[src/rtl/vx_csr_io_bridge.sv]
// -----------------------------------------------------------------------------
// vx_csr_io_bridge
//
// Host-side front end for the CSR IO port of the CSR arbitration stage. Takes
// one CSR read/write command from the host, issues it as a CSR IO request,
// waits for the matching response and returns the old CSR value to the host.
// Exactly one transaction is in flight at a time; host commands arriving while
// busy are simply not accepted (host_req_ready stays low).
//
// Optional feature (compile-time macro VX_CSR_IO_TIMEOUT_EN):
//   A watchdog counts cycles spent in REQ/WAIT. On reaching TIMEOUT_CYCLES-1
//   without a handshake the access is aborted and the host gets err=1,
//   data=0. If the abort happened after the request was accepted, the late
//   response is still owed by the CSR stage; drop_pending swallows it and
//   blocks new commands until it has arrived.
//   Without the macro there is no counter, no drop logic and host_rsp_err=0.
//
// Handshake rule for every valid/ready pair on this block: a transfer happens
// on a rising clk edge where valid and ready are both 1. Once valid is raised
// it and its payload stay stable until the transfer (the watchdog abort of
// csr_io_req_valid is the single exception). Every output is a flop.
//
// Ports:
//   clk, reset           clock, asynchronous active-high reset
//   host_req_*           host command channel (rw=1 write, addr, data)
//   host_rsp_*           host response channel (data = old CSR value, err)
//   csr_io_req_*         request to the CSR arbitration stage
//   csr_io_rsp_*         response from the CSR arbitration stage
//
// The FSM state register is named "state" (type state_t) so checkers can bind
// to it directly.
// -----------------------------------------------------------------------------
module vx_csr_io_bridge #(
  parameter int ADDR_WIDTH     = 12,
  parameter int DATA_WIDTH     = 32,
  parameter int TIMEOUT_CYCLES = 1024
) (
  input  logic                  clk,
  input  logic                  reset,

  input  logic                  host_req_valid,
  input  logic                  host_req_rw,
  input  logic [ADDR_WIDTH-1:0] host_req_addr,
  input  logic [DATA_WIDTH-1:0] host_req_data,
  output logic                  host_req_ready,

  output logic                  host_rsp_valid,
  output logic [DATA_WIDTH-1:0] host_rsp_data,
  output logic                  host_rsp_err,
  input  logic                  host_rsp_ready,

  output logic                  csr_io_req_valid,
  output logic                  csr_io_req_rw,
  output logic [ADDR_WIDTH-1:0] csr_io_req_addr,
  output logic [DATA_WIDTH-1:0] csr_io_req_data,
  input  logic                  csr_io_req_ready,

  input  logic                  csr_io_rsp_valid,
  input  logic [DATA_WIDTH-1:0] csr_io_rsp_data,
  output logic                  csr_io_rsp_ready
);

  if (TIMEOUT_CYCLES < 2) begin : g_timeout_check
    $error("vx_csr_io_bridge: TIMEOUT_CYCLES must be >= 2");
  end

  typedef enum logic [1:0] {
    IDLE = 2'd0,
    REQ  = 2'd1,
    WAIT = 2'd2,
    RSP  = 2'd3
  } state_t;

  state_t                state;
  state_t                state_d;
  logic                  host_req_ready_d;
  logic                  host_rsp_valid_d;
  logic [DATA_WIDTH-1:0] host_rsp_data_d;
  logic                  csr_io_req_valid_d;
  logic                  csr_io_req_rw_d;
  logic [ADDR_WIDTH-1:0] csr_io_req_addr_d;
  logic [DATA_WIDTH-1:0] csr_io_req_data_d;
  logic                  csr_io_rsp_ready_d;

`ifdef VX_CSR_IO_TIMEOUT_EN
  localparam int              CW      = $clog2(TIMEOUT_CYCLES);
  localparam logic [CW-1:0]   CNT_MAX = CW'(TIMEOUT_CYCLES - 1);

  logic [CW-1:0] cnt;
  logic [CW-1:0] cnt_d;
  logic          drop_pending;
  logic          drop_pending_d;
  logic          host_rsp_err_d;
  logic          expire;
`else
  assign host_rsp_err = 1'b0;
`endif

  // Next-state and next-output logic. Every output register is computed here
  // and loaded in the single always_ff below.
  always_comb begin
    state_d            = state;
    host_rsp_valid_d   = host_rsp_valid;
    host_rsp_data_d    = host_rsp_data;
    csr_io_req_valid_d = csr_io_req_valid;
    csr_io_req_rw_d    = csr_io_req_rw;
    csr_io_req_addr_d  = csr_io_req_addr;
    csr_io_req_data_d  = csr_io_req_data;
    csr_io_rsp_ready_d = csr_io_rsp_ready;
`ifdef VX_CSR_IO_TIMEOUT_EN
    cnt_d              = cnt;
    drop_pending_d     = drop_pending;
    host_rsp_err_d     = host_rsp_err;
    expire             = (cnt == CNT_MAX);
`endif

    case (state)
      IDLE: begin
        if (host_req_valid && host_req_ready) begin
          csr_io_req_valid_d = 1'b1;
          csr_io_req_rw_d    = host_req_rw;
          csr_io_req_addr_d  = host_req_addr;
          csr_io_req_data_d  = host_req_data;
          state_d            = REQ;
`ifdef VX_CSR_IO_TIMEOUT_EN
          cnt_d              = '0;
`endif
        end
      end

      REQ: begin
`ifdef VX_CSR_IO_TIMEOUT_EN
        cnt_d = cnt + CW'(1);
`endif
        // A handshake in the expiry cycle takes priority over the abort.
        if (csr_io_req_ready) begin
          csr_io_req_valid_d = 1'b0;
          csr_io_rsp_ready_d = 1'b1;
          state_d            = WAIT;
        end
`ifdef VX_CSR_IO_TIMEOUT_EN
        else if (expire) begin
          // Request never accepted: nothing is owed, so no drop needed.
          csr_io_req_valid_d = 1'b0;
          host_rsp_valid_d   = 1'b1;
          host_rsp_data_d    = '0;
          host_rsp_err_d     = 1'b1;
          state_d            = RSP;
        end
`endif
      end

      WAIT: begin
`ifdef VX_CSR_IO_TIMEOUT_EN
        cnt_d = cnt + CW'(1);
`endif
        if (csr_io_rsp_valid) begin
          host_rsp_valid_d   = 1'b1;
          host_rsp_data_d    = csr_io_rsp_data;
          csr_io_rsp_ready_d = 1'b0;
          state_d            = RSP;
`ifdef VX_CSR_IO_TIMEOUT_EN
          host_rsp_err_d     = 1'b0;
`endif
        end
`ifdef VX_CSR_IO_TIMEOUT_EN
        else if (expire) begin
          // The stage accepted the request and still owes a response; keep
          // csr_io_rsp_ready high so it can be swallowed later.
          host_rsp_valid_d = 1'b1;
          host_rsp_data_d  = '0;
          host_rsp_err_d   = 1'b1;
          drop_pending_d   = 1'b1;
          state_d          = RSP;
        end
`endif
      end

      RSP: begin
        if (host_rsp_ready) begin
          host_rsp_valid_d = 1'b0;
          state_d          = IDLE;
`ifdef VX_CSR_IO_TIMEOUT_EN
          host_rsp_err_d   = 1'b0;
`endif
        end
      end

      default: state_d = IDLE;
    endcase

`ifdef VX_CSR_IO_TIMEOUT_EN
    // The late response of an aborted access may arrive in RSP or IDLE.
    if (drop_pending && csr_io_rsp_valid && csr_io_rsp_ready) begin
      drop_pending_d     = 1'b0;
      csr_io_rsp_ready_d = 1'b0;
    end
    host_req_ready_d = (state_d == IDLE) && !drop_pending_d;
`else
    host_req_ready_d = (state_d == IDLE);
`endif
  end

  always_ff @(posedge clk or posedge reset) begin
    if (reset) begin
      state            <= IDLE;
      host_req_ready   <= 1'b0;
      host_rsp_valid   <= 1'b0;
      host_rsp_data    <= '0;
      csr_io_req_valid <= 1'b0;
      csr_io_req_rw    <= 1'b0;
      csr_io_req_addr  <= '0;
      csr_io_req_data  <= '0;
      csr_io_rsp_ready <= 1'b0;
`ifdef VX_CSR_IO_TIMEOUT_EN
      cnt              <= '0;
      drop_pending     <= 1'b0;
      host_rsp_err     <= 1'b0;
`endif
    end else begin
      state            <= state_d;
      host_req_ready   <= host_req_ready_d;
      host_rsp_valid   <= host_rsp_valid_d;
      host_rsp_data    <= host_rsp_data_d;
      csr_io_req_valid <= csr_io_req_valid_d;
      csr_io_req_rw    <= csr_io_req_rw_d;
      csr_io_req_addr  <= csr_io_req_addr_d;
      csr_io_req_data  <= csr_io_req_data_d;
      csr_io_rsp_ready <= csr_io_rsp_ready_d;
`ifdef VX_CSR_IO_TIMEOUT_EN
      cnt              <= cnt_d;
      drop_pending     <= drop_pending_d;
      host_rsp_err     <= host_rsp_err_d;
`endif
    end
  end

endmodule

[config.mk]
export PLATFORM = sky130hd
export DESIGN_NAME = vx_csr_io_bridge
export DESIGN_NICKNAME = d
export VERILOG_FILES = /design/src/rtl/vx_csr_io_bridge.sv
export SDC_FILE = /design/constraint.sdc
export NUM_CORES = 1
export LEC_CHECK = 0
export CAP_MARGIN = 15
export CORE_MARGIN = 2
export CORE_UTILIZATION = 35
export CTS_CLUSTER_DIAMETER = 100
export DETAILED_ROUTE_END_ITERATION = 10
export GPL_TIMING_DRIVEN = 0
export HOLD_SLACK_MARGIN = 0.15
export PLACE_DENSITY = 0.77
export SLEW_MARGIN = 10
export SYNTH_ARGS = -nofsm -noshare
export SYNTH_HDL_FRONTEND = slang
export SYNTH_SLANG_ARGS = --single-unit
[constraint.sdc]
create_clock -name clk -period 4.1 [get_ports clk]
set_input_delay 0.82 -clock clk [delete_from_list [all_inputs] [get_ports clk]]
set_output_delay 0.82 -clock clk [all_outputs]
set_load 0.005 [all_outputs]
==> reports/metrics.csv <==
metric,value,unit
dpl.hpwl,5670,µm
cts_root_buffer,clkbuf_8,
max-slew-margin-rel,65.5,%
status,"complete, no violations",
grt_max_degree,45,
highest_layer,met4,
globalplace.congestion,0.739,
post_synth_num_cell_types,22,
synthTopCellsByArea,"dfrtp_1 63%, mux2_2 16%, mux2_4 13%",
ios,165,
clk_pin_slew,0.08,ns
tritoncts,yes,
area_growth,60.5,%
finalCritPeriodShare,50.3,%
post_cts_resized,0,
yosysWarnings,0,
crit_path_end_kind,primary output,
final_util,57.7,%
synth_largest_area_cell,dfrtp_1,
final-setup-viol-count,0,
synthTopCellsByCount,"83 x dfrtp_1, 47 x mux2_2, 28 x mux2_4",
chipHeight,101,µm
routed_via_density,4.59,
synthArstFlopShare,100,%
track_usage,14.9,%
htreeDepth,3,
rows,35,
synthCells,192,
place_area,5100,µm²
clk_path_buf_depth,2,
clk-insertion-delay-late,0.34,ns
path_cells,clkdlybuf4s50_1,
min_period,2.06,ns
rsz0062_at_grt,no,
critical_path.max_fanout,3,
clock_skew,0.0141,ns
crit_slowest_cell,clkdlybuf4s50_1,
die-area,10200,µm²
drt-met1-wl,3080,µm
wl_met3,579,µm
die-width,101,µm
setup_slack,2.04,ns
dr_total_vias,2211,
wl_met2,3800,µm
drt-wirelength-per-cell,15.8,µm
grt_pass1_vias,2377,
overflow,0,
cts_hold_buf,0,
crit_family,buffers and inverters,
cp_num_buf_inv,1,
initial_core_util,36.0,%
antenna_found_initial,0,
place_ws,1.73,ns
n_fill_cell,761,
design.core.area,9200,µm²
grt_pass1_wl,11800,µm
stdcell_area,5310,µm²
postCtsSetupRepairBufs,0,
post_route_cells_drive_above_1_share,28.0,%
maxCapViolCount,0,
wl,7600,µm
hold_path_class,reg2reg,
ys_ff_latch,83,
tightest_slew,0.517,ns
cts_sinks,83,
ant_nets,0,
drc,0,
fin_hold_ws,0.491,ns
post-place-cells,467,
dr.pass1.iters,4,
slowest_delay,0.52,ns
ys_seq_area_share,62.8,%
nets,450,
synth_top_area_share,62.8,%
fin_cells,482,
leakagePower,2.27,nW
slew_violations,0,
n_antenna_cell,0,
peakVddDrop,0.000322,V
synth_fp_nets,275,
path_class,reg2out,
fmax,485,MHz
yosys_most_used_dff,dfrtp_1,
rrSetupSlack,2.60,ns
cts_inserted_buffers,9,
synth_edf_count,0,
syn_area,3310,µm²
portBuffers,163,
hold_viol,0,
yosysMostFrequentCell,dfrtp_1,
avgSynthCellArea,17.2,µm²
power_density,709,nW/µm²
start_kind,flop,
cp_data_arrival_time,1.24,ns
cp.required,3.28,ns
drt_iter0_markers,35,
[kinds of logic (layout without fill, tap and decap cells)]
group                  count (synthesis)  count (layout)  share of synthesized area (%)
other                                  1               1                          0.113
flip-flops                            83              83                           62.8
AO/OA/AOI/OAI                          8               8                           1.55
multiplexers                          78              78                           30.1
AND/OR/NAND/NOR                        8               8                           2.04
buffers and inverters                 14             193                           3.41
[area by class of cell]
class / count / area, µm² / share of cell area (%)
Sequential cell: 83 / 2080 / 39.1
Clock buffer: 11 / 131 / 2.48
Buffer: 11 / 101 / 1.91
Inverter: 3 / 13.8 / 0.259
Clock inverter: 4 / 76.3 / 1.44
Timing Repair Buffer: 164 / 1650 / 31.1
Multi-Input combinational cell: 95 / 1120 / 21.1
Tap cell: 111 / 139 / 2.62
[state kept, by name, indices dropped and copies added (netlist names)]
signal,flops
csr_io_req_data,32
host_req_ready,1
csr_io_req_rw,1
csr_io_req_valid,1
state,2
csr_io_rsp_ready,1
host_rsp_data,32
host_rsp_valid,1
csr_io_req_addr,12
[cells in the final DEF (no fill, tap or decap)]
master / n
buf_4: 1
clkinv_4: 1
mux2_2: 47
buf_6: 7
nand2_1: 1
clkbuf_8: 9
a21o_1: 1
mux2_4: 28
buf_12: 1
conb_1: 1
and4bb_1: 1
nand2b_1: 1
nand3b_1: 1
nand3_1: 1
and2_1: 1
clkbuf_1: 2
inv_1: 2
a21oi_1: 4
inv_4: 1
or2_2: 1
nand3b_4: 1
mux4_2: 1
bufinv_16: 2
o2bb2ai_1: 2
buf_2: 3
clkinvlp_4: 1
a31oi_1: 1
clkdlybuf4s50_1: 163
dfrtp_1: 83
mux2_1: 2
[routing by layer]
metal	track usage, %	up-vias
li1	-	1014
met2	24.8	100
met1	18.1	1083
met5	0	-
met4	5.51	0
met3	5.04	14
[where the power goes]
part	switching (W)	internal (W)	leakage, nW
Combinational	0.000468	0.00122	1.18
Sequential	0.000216	0.00123	0.995
Clock	0.000284	0.000342	0.0996
[metrics by stage]
| step | setup TNS, ns | power [W] |
|---|---|---|
| after floorplan | 0 | 0.00214 |
| after global placement | -16.12 | 0.00311 |
| after detailed placement | 0 | 0.00317 |
| after CTS | 0 | 0.00382 |
| after global routing | 0 | 0.00399 |
| final | 0 | 0.00376 |
[path summary, 6_finish.rpt]
kind                                         startpoint  cells after the start                              end
setup / recovery           csr_io_rsp_ready$_DFFE_PP0P_                      1                 csr_io_rsp_ready
max in group asynchronous                         reset                      3  csr_io_req_data[26]$_DFFE_PP0P_
hold / removal             csr_io_req_valid$_DFFE_PP0P_                      1     csr_io_req_valid$_DFFE_PP0P_
hold reg to reg            csr_io_req_valid$_DFFE_PP0P_                      1     csr_io_req_valid$_DFFE_PP0P_
setup reg to reg                     state[0]$_DFF_PP0_                      4  csr_io_req_data[23]$_DFFE_PP0P_
min in group asynchronous                         reset                      2     host_rsp_data[9]$_DFFE_PP0P_
No activity file was read; power rests on OpenSTA's default activity.
